## config.mk

```make
export PLATFORM = sky130hd
export DESIGN_NAME = sram22_port_master
export DESIGN_NICKNAME = d
export VERILOG_FILES = /design/src/rtl/sram22_pkg.sv /design/src/rtl/sram22_resp_fifo.sv /design/src/rtl/sram22_port_master.sv
export SDC_FILE = /design/constraint.sdc
export NUM_CORES = 1
export LEC_CHECK = 0
export ABC_CLOCK_PERIOD_IN_PS = 6400
export CORE_AREA = 2 2 85 120
export DETAILED_ROUTE_END_ITERATION = 6
export DIE_AREA = 0 0 87 122
export PLACE_DENSITY = 0.8
export SETUP_SLACK_MARGIN = 0.05
export SKIP_LAST_GASP = 1
export SYNTH_ARGS = -nofsm -noshare
export SYNTH_HDL_FRONTEND = slang
export SYNTH_HIERARCHICAL = 1
export SYNTH_SLANG_ARGS = --single-unit
export TNS_END_PERCENT = 50
```

## constraint.sdc

```tcl
create_clock -name CLK -period 6.4 [get_ports CLK]
set_clock_uncertainty 0.05 [all_clocks]
set_input_delay 0.96 -clock CLK [delete_from_list [all_inputs] [get_ports CLK]]
set_output_delay 0.96 -clock CLK [all_outputs]
set_load 0.005 [all_outputs]
```

## src/rtl/sram22_pkg.sv

```systemverilog
// Shared constants, request bundle and strobe expansion
// for the sram22 port master and its response FIFO.
package sram22_pkg;

    localparam int SRAM22_DATA_WIDTH  = 32;
    localparam int SRAM22_ADDR_WIDTH  = 9;
    localparam int SRAM22_WMASK_WIDTH = 8;
    localparam int SRAM22_MAX_WMASK   = 64;

    typedef struct packed {
        logic                           we;
        logic [SRAM22_ADDR_WIDTH-1:0]   addr;
        logic [SRAM22_DATA_WIDTH/8-1:0] strb;
        logic [SRAM22_DATA_WIDTH-1:0]   data;
    } sram22_req_t;

    // Each byte strobe fans out to nmask/nbytes adjacent mask bits.
    function automatic logic [SRAM22_MAX_WMASK-1:0] strb_to_wmask(
        input logic [SRAM22_MAX_WMASK-1:0] strb,
        input int                          nbytes,
        input int                          nmask
    );
        logic [SRAM22_MAX_WMASK-1:0] m;
        int per;
        m   = '0;
        per = nmask / nbytes;
        for (int k = 0; k < SRAM22_MAX_WMASK; k++) begin
            if (k < nmask) begin
                m[6'(k)] = strb[6'(k / per)];
            end
        end
        return m;
    endfunction

endpackage

```

## src/rtl/sram22_resp_fifo.sv

```systemverilog
// Read-response FIFO: head read straight from storage flops,
// simultaneous push/pop allowed at any occupancy.
module sram22_resp_fifo #(
    parameter int WIDTH = 32,
    parameter int DEPTH = 2
) (
    input  logic                       clk,
    input  logic                       rst_n,
    input  logic                       push,
    input  logic [WIDTH-1:0]           push_data,
    input  logic                       pop,
    output logic [WIDTH-1:0]           head,
    output logic [$clog2(DEPTH+1)-1:0] count
);

    localparam int PW = $clog2(DEPTH);
    localparam int CW = $clog2(DEPTH + 1);

    logic [WIDTH-1:0] mem [DEPTH];
    logic [PW-1:0]    rd_ptr;
    logic [PW-1:0]    wr_ptr;

    function automatic logic [PW-1:0] nxt(input logic [PW-1:0] p);
        return (p == PW'(DEPTH - 1)) ? '0 : p + 1'b1;
    endfunction

    always_ff @(posedge clk) begin
        if (!rst_n) begin
            rd_ptr <= '0;
            wr_ptr <= '0;
            count  <= '0;
        end else begin
            if (push) begin
                wr_ptr <= nxt(wr_ptr);
            end
            if (pop) begin
                rd_ptr <= nxt(rd_ptr);
            end
            count <= count + CW'(push) - CW'(pop);
        end
    end

    always_ff @(posedge clk) begin
        if (push) begin
            mem[wr_ptr] <= push_data;
        end
    end

    assign head = mem[rd_ptr];

    // Credit check upstream makes a push into a full FIFO impossible.
    a_no_overflow: assert property (
        @(posedge clk) disable iff (!rst_n)
        !(push && !pop && (count == CW'(DEPTH)))
    );

endmodule

```

## src/rtl/sram22_port_master.sv

```systemverilog
// Initiator for a single-port sram22 macro: issues requests
// combinationally and buffers read data in a credited FIFO.
module sram22_port_master
    import sram22_pkg::*;
#(
    parameter int DATA_WIDTH  = SRAM22_DATA_WIDTH,
    parameter int ADDR_WIDTH  = SRAM22_ADDR_WIDTH,
    parameter int WMASK_WIDTH = SRAM22_WMASK_WIDTH,
    parameter int RESP_DEPTH  = 2
) (
    input  logic                    CLK,
    input  logic                    RST_N,
    input  logic                    req_valid,
    output logic                    req_ready,
    input  logic                    req_we,
    input  logic [ADDR_WIDTH-1:0]   req_addr,
    input  logic [DATA_WIDTH/8-1:0] req_strb,
    input  logic [DATA_WIDTH-1:0]   req_data,
    output logic                    resp_valid,
    input  logic                    resp_ready,
    output logic [DATA_WIDTH-1:0]   resp_data,
    output logic                    sram_we,
    output logic [WMASK_WIDTH-1:0]  sram_wmask,
    output logic [ADDR_WIDTH-1:0]   sram_addr,
    output logic [DATA_WIDTH-1:0]   sram_din,
    input  logic [DATA_WIDTH-1:0]   sram_dout
);

    localparam int NB = DATA_WIDTH / 8;
    localparam int CW = $clog2(RESP_DEPTH + 1);

    logic                  rd_inflight;
    logic [ADDR_WIDTH-1:0] addr_q;
    logic [CW-1:0]         count;
    logic [DATA_WIDTH-1:0] head;
    logic [CW:0]           occ;
    logic                  pop;
    logic                  rd_ok;
    logic                  accept;
    logic                  wr_issue;
    logic                  rd_issue;

    assign resp_valid = RST_N && (count != '0);
    assign pop        = resp_valid && resp_ready;
    assign resp_data  = head;

    // Slots already owed: stored entries plus the read whose data lands next edge.
    assign occ   = {1'b0, count} + (CW+1)'(rd_inflight) - (CW+1)'(pop);
    assign rd_ok = occ < (CW+1)'(RESP_DEPTH);

    assign req_ready = RST_N && (req_we || rd_ok);
    assign accept    = req_valid && req_ready;
    assign wr_issue  = accept && req_we;
    assign rd_issue  = accept && !req_we;

    always_comb begin
        sram_we    = wr_issue;
        sram_wmask = '0;
        sram_din   = '0;
        sram_addr  = addr_q;
        if (accept) begin
            sram_addr = req_addr;
        end
        if (wr_issue) begin
            sram_din   = req_data;
            sram_wmask = WMASK_WIDTH'(strb_to_wmask(
                SRAM22_MAX_WMASK'(req_strb), NB, WMASK_WIDTH));
        end
    end

    always_ff @(posedge CLK) begin
        if (!RST_N) begin
            rd_inflight <= 1'b0;
            addr_q      <= '0;
        end else begin
            rd_inflight <= rd_issue;
            if (accept) begin
                addr_q <= req_addr;
            end
        end
    end

    sram22_resp_fifo #(
        .WIDTH (DATA_WIDTH),
        .DEPTH (RESP_DEPTH)
    ) u_fifo (
        .clk       (CLK),
        .rst_n     (RST_N),
        .push      (rd_inflight),
        .push_data (sram_dout),
        .pop       (pop),
        .head      (head),
        .count     (count)
    );

endmodule

```

==> results by group <==
Status
  – Status: complete, no violations

STA
  – Slew HR: 30.9%
  – Final Hold Fails: 0
  – Fin Setup TNS: 0 ns
  – Period utilization: between 80% and 90%
  – Worst hold slack: 0.417 ns
  – Slew Limit Fails: 0
  – Worst Tran Pin Value: 1.04 ns
  – Final Setup Violations: 0
  – Final min period: 5.48 ns
  – F_max: 0.182 GHz
  – RSZ-0062 raised after global routing: false

CTS
  – TritonCTS clock tree: yes
  – Worst-Skew Late Latency: 0.32 ns
  – Clock sinks: 79
  – CTS resizes: 0
  – Clock buffer depth: 2
  – H-tree levels: 3
  – Reg clk slew, reported paths: 0.06 ns
  – Cts hold-fix bufs: 0
  – Post-CTS Setup Inserts: 0
  – Root Driver: clkbuf_16
  – TritonCTS Buffers: 9

Floorplan
  – Die area: 10600 µm²
  – Core box area: 9630 µm²
  – Io pins: about 170
  – Die H: 122 µm
  – Initial Util: 36.9%
  – Cell row count: 43
  – Die X: a little under 90 µm

Worst setup path
  – Worst setup path startpoint: RST_N
  – CP Capture Type: primary output
  – CP required: 5.39 ns
  – Critical path depth: 11
  – RR Startpoint: u_fifo/count[1]$_SDFF_PN0_
  – Most frequent CP cell: clkdlybuf4s50_1
  – Crit-path max FO: 19
  – Worst reg2reg path endpoint: addr_q[6]$_SDFF_PN0_
  – Largest delay share family, worst path: buffers and inverters
  – Slowest CP cell: o31a_1
  – Worst-path cell chain: clkdlybuf4s50_1 -> buf_4 -> o21a_1 -> and2_1 -> ha_1 -> inv_1 -> fa_1 -> xnor2_1 -> o31a_1 -> mux2_2 -> clkdlybuf4s50_1
  – Worst Reg-to-Reg Cells: 8
  – Arrival time of the worst setup path: 4.47 ns
  – Critical path class: input pin to primary output
  – Worst path bufs/invs: 4
  – Flop-to-flop setup slack: 3.57 ns
  – Worst Setup Start Kind: input pin
  – Critical Path End: sram_addr[3]
  – Worst path max stage delay: around 0.79 ns

Global route
  – Met1 usage: between 10% and 20%
  – Met2 usage: 26.7%
  – Total grt overflow: 0
  – Largest net degree at the start of global routing: 38
  – Grt peak-use layer: met2
  – First-pass GRT wire length: 11.5 mm
  – Met3 Usage GRT: 5.49%
  – Number of global-route vias before repair: 2467
  – Gr usage total: between 10% and 20%
  – Initial antenna violation count: 0

Placement
  – Detail Placement HPWL: 5.60 mm
  – Placed Area: between 5000 and 6000 µm²
  – Port bufs: 165
  – Routability congestion estimate: 0.726

Route
  – Iteration-0 DRC Markers: 47
  – Wire per inst: approximately 15 µm
  – DR DRC count: 0
  – Via density: 4.58
  – Drt pass-1 iters: 4
  – Routed WL: between 7 and 8 mm
  – Antenna viol nets, final: 0
  – Vias: 2325

Cells and area
  – N_diodes: 0
  – Nets: ~480
  – Post-Layout Inst Area: 5510 µm²
  – Post-layout util: a little under three fifths
  – Layout cells sized above 1: 14.6%
  – Commonest non-fill, non-tap cell in the layout: clkdlybuf4s50_1
  – Most frequent cells in the layout: 165 x clkdlybuf4s50_1, 64 x edfxtp_1, 41 x and2_1, 30 x mux2_4, 15 x inv_1
  – Area Overhead vs Synth: 55.1%

Power and ir drop
  – Pwr per Cell Area: about 260 nW/µm²
  – Leak: ~2.1 nW
  – Worst vdd ir: 156 µV

Yosys
  – Avg Cell Area, Syn: between 15 and 20 µm²
  – Synth unique cells: 22
  – Mapped Area: between 3000 and 4000 µm²
  – Ys Warns: 6
  – Yosys reg bits: 79
  – Synth Net Count: 313
  – Post-synthesis sequential area ratio: 62.6%
  – Synth Instances: around 230

Hold path
  – Hold Crit Class: register to register

Flow run
  – Max cap viols: 0
## Yosys cell counts
master	count	area share, %
and2_1	41	7.2
buf_12	4	2.3
nand3_1	1	0.14
inv_1	15	1.6
xor2_1	1	0.25
ha_1	3	1.1
o21a_1	3	0.63
mux2_2	11	3.5
nor2_1	2	0.21
clkbuf_1	4	0.42
nor2b_1	4	0.70
buf_6	2	0.63
edfxtp_1	64	54
xnor3_1	1	0.63
buf_4	4	0.85
o31a_1	1	0.25
fa_1	1	0.56
mux2i_1	9	2.5
mux2_4	30	13
nand2_1	10	1.1
xnor2_1	1	0.25
dfxtp_1	15	8.5
## worst register-to-register path: cells and delay by family (launching register included)
kind / cells / cell delay [ns]
AOI/OAI and AO/OA: 2 / 1.00
adders and majority gates: 2 / 0.66
DFF: 1 / 0.35
muxes: 1 / 0.28
and+or+nand+nor: 2 / 0.24
xor gates and xnor gates: 1 / 0.19
## cells by family after synthesis
group	after synthesis	share of synthesized area [%]
AOI/OAI and AO/OA	4	0.881
xor gates and xnor gates	3	1.13
adders and majority gates	4	1.62
buffers and inverters	29	5.74
DFF	79	62.6
muxes	50	18.7
and+or+nand+nor	58	9.34
## through the flow
| stage | total power, W | std cells | setup WS [ns] |
|---|---|---|---|
| finish | 0.00142 | 508 | 0.919 |
| floorplan | 0.000791 | 227 | 2.59 |
| detailed placement | 0.000952 | 492 | 0.891 |
| CTS | 0.00145 | 508 | 0.868 |
| global placement | 0.000943 | 492 | 0.996 |
| global route | 0.00149 | 508 | 0.663 |
## routing by layer
layer | vias up | part of all wire [%]
met3 | 6 | 8.7
met5 | - | 0
met2 | 128 | 54
met4 | 0 | 1.7
met1 | 1072 | 35
li1 | 1119 | -
## layout make-up
cell class	instances	area, µm²
clock buffers	11	233
clock inverters	5	57.6
flip-flops and latches	79	2220
repair buffers	167	1670
well taps	112	140
multi-input cells	119	1130
fillers	779	4120
inverters	15	56.3
## sequential cells by signal, indices dropped and copies added (netlist names), named ones only
signal	cells
addr_q	9
rd_inflight	1
u_fifo/count	2
u_fifo/mem	64
u_fifo/rd_ptr	1
u_fifo/wr_ptr	1
## report_power, final
| part | switching (W) | internal, W |
|---|---|---|
| Combinational | 0.0000941 | 0.000215 |
| Sequential | 0.0000277 | 0.000600 |
| Clock | 0.000186 | 0.000302 |
## worst min-delay path by stage
| stage | to | from | slack (ns) | cells past startpoint |
|---|---|---|---|---|
| 2_1_floorplan | addr_q[0]$_SDFF_PN0_ | addr_q[0]$_SDFF_PN0_ | 0.39 | 2 |
| 3_3_place_gp | addr_q[6]$_SDFF_PN0_ | addr_q[6]$_SDFF_PN0_ | 0.41 | 2 |
| 3_5_place_dp | addr_q[8]$_SDFF_PN0_ | addr_q[8]$_SDFF_PN0_ | 0.41 | 2 |
| 4_1_cts | addr_q[8]$_SDFF_PN0_ | addr_q[8]$_SDFF_PN0_ | 0.42 | 2 |
| 5_1_grt | addr_q[2]$_SDFF_PN0_ | addr_q[2]$_SDFF_PN0_ | 0.44 | 2 |
| 6_report | addr_q[8]$_SDFF_PN0_ | addr_q[8]$_SDFF_PN0_ | 0.42 | 2 |
Note: power is estimated with default switching activity, not from simulation.
